**src/rtl/keypad_pkg.sv**
```systemverilog
// Shared types and constants for the 4x4 keypad scanner: FSM states, key map,
// buffer depth and small encoding helpers.
package keypad_pkg;

    typedef enum logic [1:0] {
        SCAN,
        DEBOUNCE,
        EMIT,
        RELEASE
    } kp_state_t;

    localparam int KP_FIFO_DEPTH = 4;

    // Indexed {row, col}; element 0 is row 0 / col 0 (key '1').
    localparam logic [15:0][3:0] KEY_MAP = '{
        4'hD, 4'hF, 4'h0, 4'hE,
        4'hC, 4'h9, 4'h8, 4'h7,
        4'hB, 4'h6, 4'h5, 4'h4,
        4'hA, 4'h3, 4'h2, 4'h1
    };

    function automatic logic [1:0] lowest_row(input logic [3:0] rows);
        logic [1:0] r;
        r = 2'd0;
        for (int i = 3; i >= 0; i--) begin
            if (!rows[i]) r = 2'(i);
        end
        return r;
    endfunction

    function automatic logic [3:0] col_drive(input logic [1:0] col);
        return ~(4'b0001 << col);
    endfunction

endpackage

```
**src/rtl/keypad_scanner_if.sv**
```systemverilog
// Key hand-off between the scanner (master) and the consuming core (slave).
interface keypad_scanner_if;

    logic [3:0] key_code;
    logic       key_valid;
    logic       key_ack;
    logic       key_irq;
    logic       key_ovf;

    modport master (
        output key_code,
        output key_valid,
        output key_irq,
        output key_ovf,
        input  key_ack
    );

    modport slave (
        input  key_code,
        input  key_valid,
        input  key_irq,
        input  key_ovf,
        output key_ack
    );

endinterface

```
**src/rtl/keypad_fifo.sv**
```systemverilog
// Key buffer. KEYPAD_FIFO_EN selects a 4-entry circular FIFO; otherwise a
// single holding register. head/empty/full are registered.
module keypad_fifo
    import keypad_pkg::*;
(
    input  logic       clk,
    input  logic       rst,
    input  logic       push,
    input  logic [3:0] push_data,
    input  logic       pop,
    output logic       full,
    output logic       empty,
    output logic [3:0] head
);

`ifdef KEYPAD_FIFO_EN
    localparam int PTR_W = $clog2(KP_FIFO_DEPTH);
    localparam int CNT_W = PTR_W + 1;

    logic [3:0]       mem [KP_FIFO_DEPTH];
    logic [PTR_W-1:0] wr_ptr;
    logic [PTR_W-1:0] rd_ptr;
    logic [PTR_W-1:0] rd_ptr_n;
    logic [CNT_W-1:0] count;
    logic [CNT_W-1:0] count_n;
    logic             pop_ok;
    logic             push_ok;
    logic [3:0]       head_n;

    // A pop frees a slot in the same cycle, so a full buffer still accepts a push.
    always_comb begin
        pop_ok   = pop & ~empty;
        push_ok  = push & (~full | pop_ok);
        rd_ptr_n = rd_ptr + PTR_W'(pop_ok);
        count_n  = count + CNT_W'(push_ok) - CNT_W'(pop_ok);
        head_n   = head;
        if (push_ok && (wr_ptr == rd_ptr_n)) begin
            head_n = push_data;
        end else if (count_n != '0) begin
            head_n = mem[rd_ptr_n];
        end
    end

    always_ff @(posedge clk) begin
        if (push_ok) mem[wr_ptr] <= push_data;
    end

    always_ff @(posedge clk) begin
        if (rst) begin
            wr_ptr <= '0;
            rd_ptr <= '0;
            count  <= '0;
            empty  <= 1'b1;
            full   <= 1'b0;
            head   <= '0;
        end else begin
            if (push_ok) wr_ptr <= wr_ptr + PTR_W'(1);
            rd_ptr <= rd_ptr_n;
            count  <= count_n;
            empty  <= (count_n == '0);
            full   <= (count_n == CNT_W'(KP_FIFO_DEPTH));
            head   <= head_n;
        end
    end
`else
    logic pop_ok;

    always_comb begin
        pop_ok = pop & ~empty;
        full   = ~empty;
    end

    always_ff @(posedge clk) begin
        if (rst) begin
            empty <= 1'b1;
            head  <= '0;
        end else if (push && (empty || pop_ok)) begin
            empty <= 1'b0;
            head  <= push_data;
        end else if (pop_ok) begin
            empty <= 1'b1;
        end
    end
`endif

endmodule

```
**src/rtl/keypad_scanner.sv**
```systemverilog
// 4x4 matrix keypad scanner with press/release debounce and a valid/ack key buffer.
// Buffer type is selected by the KEYPAD_FIFO_EN macro (see keypad_fifo).
module keypad_scanner
    import keypad_pkg::*;
#(
    parameter int SCAN_DIV     = 1000,
    parameter int DEBOUNCE_CNT = 20000
) (
    input  logic              clk,
    input  logic              rst,
    input  logic [3:0]        Keypad_rows,
    output logic [3:0]        Keypad_cols,
    keypad_scanner_if.master  kbus
);

    localparam int CNT_MAX = (SCAN_DIV > DEBOUNCE_CNT) ? SCAN_DIV : DEBOUNCE_CNT;
    localparam int CNT_W   = $clog2(CNT_MAX);
    localparam logic [CNT_W-1:0] SCAN_LAST = CNT_W'(SCAN_DIV - 1);
    localparam logic [CNT_W-1:0] DEB_LAST  = CNT_W'(DEBOUNCE_CNT - 1);

    kp_state_t        state;
    logic [3:0]       rows_m;
    logic [3:0]       rows_s;
    logic [3:0]       pat;
    logic [1:0]       col;
    logic [CNT_W-1:0] cnt;
    logic             ovf;
    logic             push;
    logic             pop;
    logic [3:0]       push_code;
    logic             fifo_full;
    logic             fifo_empty;
    logic [3:0]       head;

    always_ff @(posedge clk) begin
        if (rst) begin
            rows_m <= 4'hF;
            rows_s <= 4'hF;
        end else begin
            rows_m <= Keypad_rows;
            rows_s <= rows_m;
        end
    end

    always_comb begin
        pop       = ~fifo_empty & kbus.key_ack;
        push      = (state == EMIT) & ~(fifo_full & ~pop);
        push_code = KEY_MAP[{lowest_row(pat), col}];
    end

    always_ff @(posedge clk) begin
        if (rst) begin
            state       <= SCAN;
            cnt         <= '0;
            col         <= 2'd0;
            Keypad_cols <= col_drive(2'd0);
            ovf         <= 1'b0;
        end else begin
            unique case (state)
                SCAN: begin
                    if (cnt == SCAN_LAST) begin
                        cnt <= '0;
                        if (rows_s == 4'hF) begin
                            col         <= col + 2'd1;
                            Keypad_cols <= col_drive(col + 2'd1);
                        end else begin
                            pat   <= rows_s;
                            state <= DEBOUNCE;
                        end
                    end else begin
                        cnt <= cnt + CNT_W'(1);
                    end
                end
                DEBOUNCE: begin
                    if (rows_s != pat) begin
                        state       <= SCAN;
                        cnt         <= '0;
                        col         <= col + 2'd1;
                        Keypad_cols <= col_drive(col + 2'd1);
                    end else if (cnt == DEB_LAST) begin
                        state <= EMIT;
                        cnt   <= '0;
                    end else begin
                        cnt <= cnt + CNT_W'(1);
                    end
                end
                EMIT: begin
                    if (fifo_full && !pop) ovf <= 1'b1;
                    state <= RELEASE;
                    cnt   <= '0;
                end
                RELEASE: begin
                    // Any row still low restarts the release count.
                    if (rows_s != 4'hF) begin
                        cnt <= '0;
                    end else if (cnt == DEB_LAST) begin
                        state       <= SCAN;
                        cnt         <= '0;
                        col         <= col + 2'd1;
                        Keypad_cols <= col_drive(col + 2'd1);
                    end else begin
                        cnt <= cnt + CNT_W'(1);
                    end
                end
            endcase
        end
    end

    keypad_fifo u_fifo (
        .clk       (clk),
        .rst       (rst),
        .push      (push),
        .push_data (push_code),
        .pop       (pop),
        .full      (fifo_full),
        .empty     (fifo_empty),
        .head      (head)
    );

    assign kbus.key_code  = head;
    assign kbus.key_valid = ~fifo_empty;
    assign kbus.key_irq   = ~fifo_empty;
    assign kbus.key_ovf   = ovf;

endmodule

```
**src/flat_wrapper.sv**
```systemverilog
// flat-port wrapper written by rule: the top's interface ports become plain ports
module keypad_scanner_flat import keypad_pkg::*;
#(
    parameter int SCAN_DIV     = 1000,
    parameter int DEBOUNCE_CNT = 20000
)
  (clk, rst, Keypad_rows, Keypad_cols, kbus_key_code, kbus_key_valid, kbus_key_irq, kbus_key_ovf, kbus_key_ack);
  keypad_scanner_if kbus_i ();
  input  logic clk;
  input  logic rst;
  input  logic [3:0] Keypad_rows;
  output logic [3:0] Keypad_cols;
  output wire logic [$bits(kbus_i.key_code)-1:0] kbus_key_code;
  output wire logic [$bits(kbus_i.key_valid)-1:0] kbus_key_valid;
  output wire logic [$bits(kbus_i.key_irq)-1:0] kbus_key_irq;
  output wire logic [$bits(kbus_i.key_ovf)-1:0] kbus_key_ovf;
  input wire logic [$bits(kbus_i.key_ack)-1:0] kbus_key_ack;
  assign kbus_key_code = kbus_i.key_code;
  assign kbus_key_valid = kbus_i.key_valid;
  assign kbus_key_irq = kbus_i.key_irq;
  assign kbus_key_ovf = kbus_i.key_ovf;
  assign kbus_i.key_ack = kbus_key_ack;
  keypad_scanner #(.SCAN_DIV(SCAN_DIV), .DEBOUNCE_CNT(DEBOUNCE_CNT)) u_core (.clk(clk), .rst(rst), .Keypad_rows(Keypad_rows), .Keypad_cols(Keypad_cols), .kbus(kbus_i));
endmodule
```
**config.mk**
```make
export PLATFORM = sky130hd
export DESIGN_NAME = keypad_scanner_flat
export DESIGN_NICKNAME = d
export VERILOG_FILES = /design/src/rtl/keypad_pkg.sv /design/src/rtl/keypad_scanner_if.sv /design/src/rtl/keypad_fifo.sv /design/src/rtl/keypad_scanner.sv /design/src/flat_wrapper.sv
export SDC_FILE = /design/constraint.sdc
export NUM_CORES = 1
export LEC_CHECK = 0
export BUFFER_PORTS_ARGS = -buffer_cell sky130_fd_sc_hd__buf_4
export CAP_MARGIN = 20
export CORE_ASPECT_RATIO = 0.6
export CORE_MARGIN = 8
export CORE_UTILIZATION = 55
export CTS_CLUSTER_SIZE = 28
export DETAILED_ROUTE_END_ITERATION = 12
export GPL_TIMING_DRIVEN = 0
export PLACE_DENSITY = 0.75
export REMOVE_ABC_BUFFERS = 1
export SLEW_MARGIN = 20
export SYNTH_ARGS = -nofsm -noshare
export SYNTH_HDL_FRONTEND = slang
export SYNTH_SLANG_ARGS = --single-unit
```
**constraint.sdc**
```tcl
create_clock -name clk -period 7.25 [get_ports clk]
set_clock_uncertainty 0.2 [all_clocks]
set_input_delay 1.0875 -clock clk [delete_from_list [all_inputs] [get_ports clk]]
set_output_delay 1.0875 -clock clk [all_outputs]
set_load 0.005 [all_outputs]
```
==> results of run 1 <==
-- worst paths after layout --
path | from | end | slack [ps]
worst max register to register | u_core.cnt[0] | u_core.Keypad_cols[0] | 4430
worst max-delay path | u_core.cnt[0] | u_core.Keypad_cols[0] | 4430
worst min-delay path | u_core.rows_m[1] | u_core.rows_s[1] | 210
worst min register to register | u_core.rows_m[1] | u_core.rows_s[1] | 210
-- power groups by stage --
stage	clock [µW]	sequential, µW	combinational (µW)
2_1_floorplan	0	239	6.60
3_3_place_gp	0	239	12.5
3_5_place_dp	0	240	13.5
4_1_cts	159	234	13.5
5_1_grt	170	235	15.3
6_report	156	234	13.3
-- metrics by stage --
| step | utilization | instances | worst slack [ps] |
|---|---|---|---|
| 6_report | 0.6505 | 259 | 4427 |
| 4_1_cts | 0.6505 | 259 | 4435 |
| 5_1_grt | 0.6505 | 259 | 4349 |
| 3_3_place_gp | 0.6200 | 251 | 4478 |
| 2_1_floorplan | - | 189 | 4661 |
| 3_5_place_dp | 0.6220 | 251 | 4444 |
-- layer usage --
metal / wire, µm / track usage / up-vias
met5: 0 / 0 / -
met4: 82 / 0.08409 / 0
met3: 266 / 0.05718 / 10
met2: 1581 / 0.2304 / 42
met1: 1770 / 0.1690 / 661
li1: - / - / 723
-- sequential cells by signal (all words and copies together), names as in the netlist, named ones only --
| signal | cells |
|---|---|
| u_core.col | 2 |
| u_core.kbus.key_ovf | 1 |
| u_core.u_fifo.empty | 1 |
| u_core.rows_m | 4 |
| u_core.Keypad_cols | 4 |
| u_core.pat | 4 |
| u_core.rows_s | 4 |
| u_core.state | 1 |
| u_core.cnt | 15 |
| u_core.u_fifo.head | 4 |
-- cell usage after synthesis --
library cell  instances
ha_1                  7
and3_2                1
or4_1                 1
nand3_1               5
and3_1                1
xor2_1                5
nor3_1               21
nor3b_1               2
or4_2                 1
clkbuf_4              1
a311oi_1              1
o21bai_1              1
nand4_1               5
nand2_1               8
mux2_4                2
o21ai_0               3
or4b_1                2
a21o_2                1
a211oi_1              2
buf_4                 1
dfxtp_1              37
nor4_1                3
o211ai_1              2
nand2b_1              4
or4_4                 1
a31oi_1               1
mux2i_1               8
a21boi_0              1
and4b_1               1
nor2b_1               5
xnor2_1              12
a21oi_1               7
nor2_1               16
or2_2                 8
nor4bb_1              1
edfxtp_1              4
clkbuf_1              5
mux4_2                1
inv_1                 8
buf_6                 1
-- logic make-up (layout without fill, tap and decap cells) --
group | Yosys count | in the layout | share of synthesized area
AO/OA/AOI/OAI | 19 | 19 | 0.06266
adder cells (fa/ha/maj) | 7 | 7 | 0.04617
XOR/XNOR | 17 | 17 | 0.07849
flip-flops | 41 | 41 | 0.4538
buffers and inverters | 16 | 33 | 0.03958
AND/OR/NAND/NOR | 86 | 86 | 0.2493
multiplexers | 11 | 11 | 0.06992
-- cell type report --
class	count	share of cell area
multi-input cells	140	0.4528
flip-flops and latches	41	0.4030
repair buffers	17	0.05975
clock buffers	5	0.03222
well taps	45	0.02636
inverters	8	0.01406
clock inverters	3	0.01172
==> flow_summary_export.csv, run 1 <==
group,metric,value,unit
drt,dr.pass1.iters,4,
logic_synthesis,postSynthAreaPerCell,9.629,µm²
worst_setup_path,cp-start-kind,"register",
clocking,cts_made_buffers,5,
sta,holdWs,212.1,ps
clocking,cts_setup_buffers,0,
logic_synthesis,synth_top_area_share,0.3905,
place,placed_area,2042,µm²
logic_synthesis,synth.distinct_cells,40,
grt,track_usage,0.1457,
logic_synthesis,synth_top_area_cell,"dfxtp_1",
sta,rsz0062_at_grt,"no",
final_layout,fillers,269,
worst_setup_path,worst-path-stages,6,
drt,ant_nets,0,
die,io_pins,18,
final_layout,drive_gt1_frac,0.1916,
run_status,status,"finished, final reports clean",
die,die_height,61.49,µm
final_layout,mostFrequentLayoutCells,"dfxtp_1 (37), nor3_1 (21), buf_4 (17)",
worst_setup_path,path_class,"register to register",
sta,max_freq,354.2,MHz
worst_setup_path,worst-path-buf-inv,0,
grt,grt_pass1_vias,1356,
clocking,cts_resized,0,
final_layout,multiInputGateArea,967.2,µm²
sta,drv_slew,0,
pwr,swShare,0.2367,
die,fp.coreArea,3283,µm²
clocking,clk_latency,300,ps
final_layout,syn2layout_area_growth,12.60,%
clocking,htree_levels,2,
worst_setup_path,critPathTopFamily,"simple AND/OR/NAND/NOR gates",
sta,tightest_slew,849.9,ps
worst_setup_path,critPathSlowestCell,"or4_4",
place,gp_congestion,0.8393,
place,portBuffers,17,
final_layout,nNetsFinal,227,
clocking,clock_sinks,41,
logic_synthesis,synthCells,197,
grt,grt.overflow.total,0,
grt,grt_pass1_wl,6279,µm
worst_setup_path,worst_ep_arrival_time,2820,ps
hold_path,hp-class,"register to register",
sta,setup_violations,0,
drt,dr.first_iter.drc_count,103,
pwr,pwr-share-seq,0.581,
die,floorplan.initialDensity,0.5777,
grt,grt_max_degree,45,
sta,layout_min_cycle_time,2823,ps
place,place_hpwl,2669,µm
drt,routed-via-count,1436,
final_layout,regArea,860.8,µm²
clocking,root_buffer,"clkbuf_8",
pwr,powerDensity,188.8,nW/µm²
die,std_cell_rows,16,
worst_setup_path,required,7250,ps
final_layout,antenna_cells,0,
logic_synthesis,ys_warn_count,0,
pwr,power,403.3,µW
worst_setup_path,max_stage_delay,620,ps
worst_setup_path,cp-end-kind,"register",
drt,wirelength,3700,µm
drt,wire_per_inst,14.29,µm
clocking,cts.path.max_buffers,2,
worst_setup_path,cp_cell_sequence,"ha_1 -> nand4_1 -> or4_4 -> or4_1 -> and3_1 -> mux2_4",
final_layout,layout_commonest_cell,"dfxtp_1",
pwr,intPower,307.8,µW
worst_setup_path,cp_max_fo,6,
clocking,clkTransAtPathRegs,80,ps
die,die_x,91.82,µm
clocking,holdBufCountCts,0,
pwr,power_switching,95.46,µW
sta,finalCritPeriodShare,0.3894,
hold_path,hold_depth,1,
sta,relSlewSlack,0.4282,
grt,antenna_found_initial,0,
logic_synthesis,synth_area_leaders,"dfxtp_1 (39%), edfxtp_1 (6.3%), nor3_1 (5.5%), xnor2_1 (5.5%), ha_1 (4.6%)",
clocking,cts_tree,"yes",
pwr,combPwrFrac,0.033,
logic_synthesis,synthesis.area,1897,µm²
worst_setup_path,reg2reg_depth,6,
sta,tns,0,ps
logic_synthesis,yosys_register_bits,41,
die,die-area,5646,µm²
drt,via_per_inst,5.544,
drt,drc,0,
final_layout,final_cell_area,2136,µm²
sta,finalHoldViolCount,0,
pwr,vdd_drop_max,0.1375,mV
job,maxCapViolations,0,
pwr,leakagePower,0.0008291,µW
logic_synthesis,yosysSeqAreaShare,0.4538,
pwr,clkPwrFrac,0.386,
(Power assumes the default switching activity.)
==> run 2: changes to the inputs <==
==> constraint.sdc (replaced) <==
create_clock -name clk -period 2.7 [get_ports clk]
set_clock_uncertainty 0.2 [all_clocks]
set_input_delay 0.405 -clock clk [delete_from_list [all_inputs] [get_ports clk]]
set_output_delay 0.405 -clock clk [all_outputs]
set_load 0.005 [all_outputs]
==> run 2 against run 1 <==
Compared with the run above: sequential power rose to 2.7 times the previous value; non-clock buffer count rose by 1; worst hold slack worse by 140 ps; power increased to 2.7 times the previous value; sequential share of layout area down 0.32 points; global-route usage is 0.053 points higher; count of clock-buffer cells in the layout is the same; register-to-register slack worse by 4400 ps; critical path type unchanged; critical endpoint unchanged; largest cell class unchanged.
==> flow_summary_export.csv, run 2 (synthesis gave the netlist of run 1 again) <==
group,metric,value,unit
worst_setup_path,worst_ep_arrival_time,2640,ps
grt,grt_pass1_vias,1355,
place,dp.cells,251,
final_layout,nNetsFinal,228,
place,dp_slack,-105.7,ps
die,floorplan.initialDensity,0.5777,
sta,finalWorstSetupSlack,61.64,ps
pwr,vdd_drop_max,0.3692,mV
clocking,clock_sinks,41,
sta,tightest_slew,768.1,ps
final_layout,stdcell_count,260,
hold_path,hp-class,"primary input to register",
worst_setup_path,path_class,"register to register",
sta,setup_violations,0,
sta,rsz0062_at_grt,"no",
worst_setup_path,required,2700,ps
final_layout,antenna_cells,0,
die,io_pins,18,
worst_setup_path,cp_max_fo,6,
final_layout,drive_gt1_frac,0.2093,
clocking,root_buffer,"clkbuf_8",
sta,layout_min_cycle_time,2638,ps
drt,wire_per_inst,14.38,µm
final_layout,largest_reg_flops,15,
grt,grt_max_degree,45,
sta,drv_slew,0,
clocking,htree_levels,2,
drt,wirelength,3738,µm
grt,grt_pass1_wl,6306,µm
die,std_cell_rows,16,
place,place_hpwl,2669,µm
die,die-area,5646,µm²
clocking,clkTransAtPathRegs,80,ps
drt,drc,0,
sta,relSlewSlack,0.4863,
clocking,clk_latency,310,ps
sta,finalCritPeriodShare,0.9772,
place,gp_congestion,0.8393,
drt,ant_nets,0,
drt,via_per_inst,5.500,
worst_setup_path,cp-start-kind,"register",
grt,antenna_found_initial,0,
final_layout,syn2layout_area_growth,13.65,%
final_layout,layout_commonest_cell,"dfxtp_1",
clocking,cts.path.max_buffers,2,
sta,finalHoldViolCount,0,
die,die_x,91.82,µm
job,maxCapViolations,0,
sta,max_freq,379.0,MHz
clocking,holdBufCountCts,0,
worst_setup_path,cp-end-kind,"register",
pwr,powerDensity,503.2,nW/µm²
final_layout,mostFrequentLayoutCells,"dfxtp_1 (36), nor3_1 (21), buf_4 (18)",
place,portBuffers,17,
die,fp.coreArea,3283,µm²
final_layout,largest-register,"u_core.cnt",
drt,dr.pass1.iters,4,
clocking,cts_made_buffers,5,
grt,track_usage,0.1463,
drt,routed-via-count,1430,
clocking,cts_tree,"yes",
die,die_height,61.49,µm
grt,grt.overflow.total,0,
pwr,leakagePower,0.0008375,µW
drt,dr.first_iter.drc_count,88,
run_status,status,"finished, final reports clean",
[run 2: cell count changes in the layout (fill, tap and decap cells not counted)]
cell and delta:
and3_1 -1, and3_4 +1, dfxtp_1 -1, buf_4 +1, dfxtp_2 +1, nor4_2 +1
nor4_1 -1
[run 2: area by class of cell]
cell class | instances | area [µm²]
fill | 264 | 1127
multi-input combinational | 140 | 978.4
sequential | 41 | 862.1
timing repair buffer | 18 | 135.1
clock buffer | 5 | 68.82
tap | 45 | 56.30
inverter | 8 | 30.03
clock inverter | 3 | 25.02
[run 2: path summary, 6_finish.rpt]
check | start | to | slack (ps) | cells past startpoint
hold reg to reg | u_core.rows_m[1] | u_core.rows_s[1] | 210 | 1
setup / recovery | u_core.cnt[6] | u_core.Keypad_cols[0] | 60 | 5
setup reg to reg | u_core.cnt[6] | u_core.Keypad_cols[0] | 60 | 5
hold / removal | Keypad_rows[0] | u_core.rows_m[0] | 70 | 2
[run 2: critical path, cell delays in order (launching register included)]
cell and delay [ps]:
dfxtp_2 360, or4b_1 520, or4_4 520, or4_1 420, and3_4 210, mux2_4 300
[run 2: routing by layer]
metal,vias to the layer above,track usage,part of all wire
met3,5,0.05353,0.088
met5,-,0,0
li1,722,-,-
met2,47,0.2314,0.43
met4,0,0.07955,0.013
met1,656,0.1733,0.47
[run 2: power breakdown]
group / switching [µW] / internal [µW] / total (µW)
sequential: 6.45 / 623 / 629
clock: 234 / 186 / 420
combinational: 18.1 / 17.6 / 35.7
[run 2: stage by stage]
stage            util  power, µW  area (µm²)  TNS (ps)  hold slack, ps
6_report       0.6566       1085        2156         0           74.90
4_1_cts        0.6543       1093        2148         0           67.18
3_3_place_gp   0.6200      675.8        2036     -1017           192.2
3_5_place_dp   0.6220      679.7        2042    -210.3           192.8
2_1_floorplan       -      659.1        1852         0           189.5
5_1_grt        0.6566       1129        2156         0           61.53
[run 2: what timing repair did]
item | 4_1_cts | 5_1_grt
pin swaps | 1 | 0
setup endpoints to repair | 2 | 5
gates resized for setup | 2 | 2
setup buffers | 1 | 0
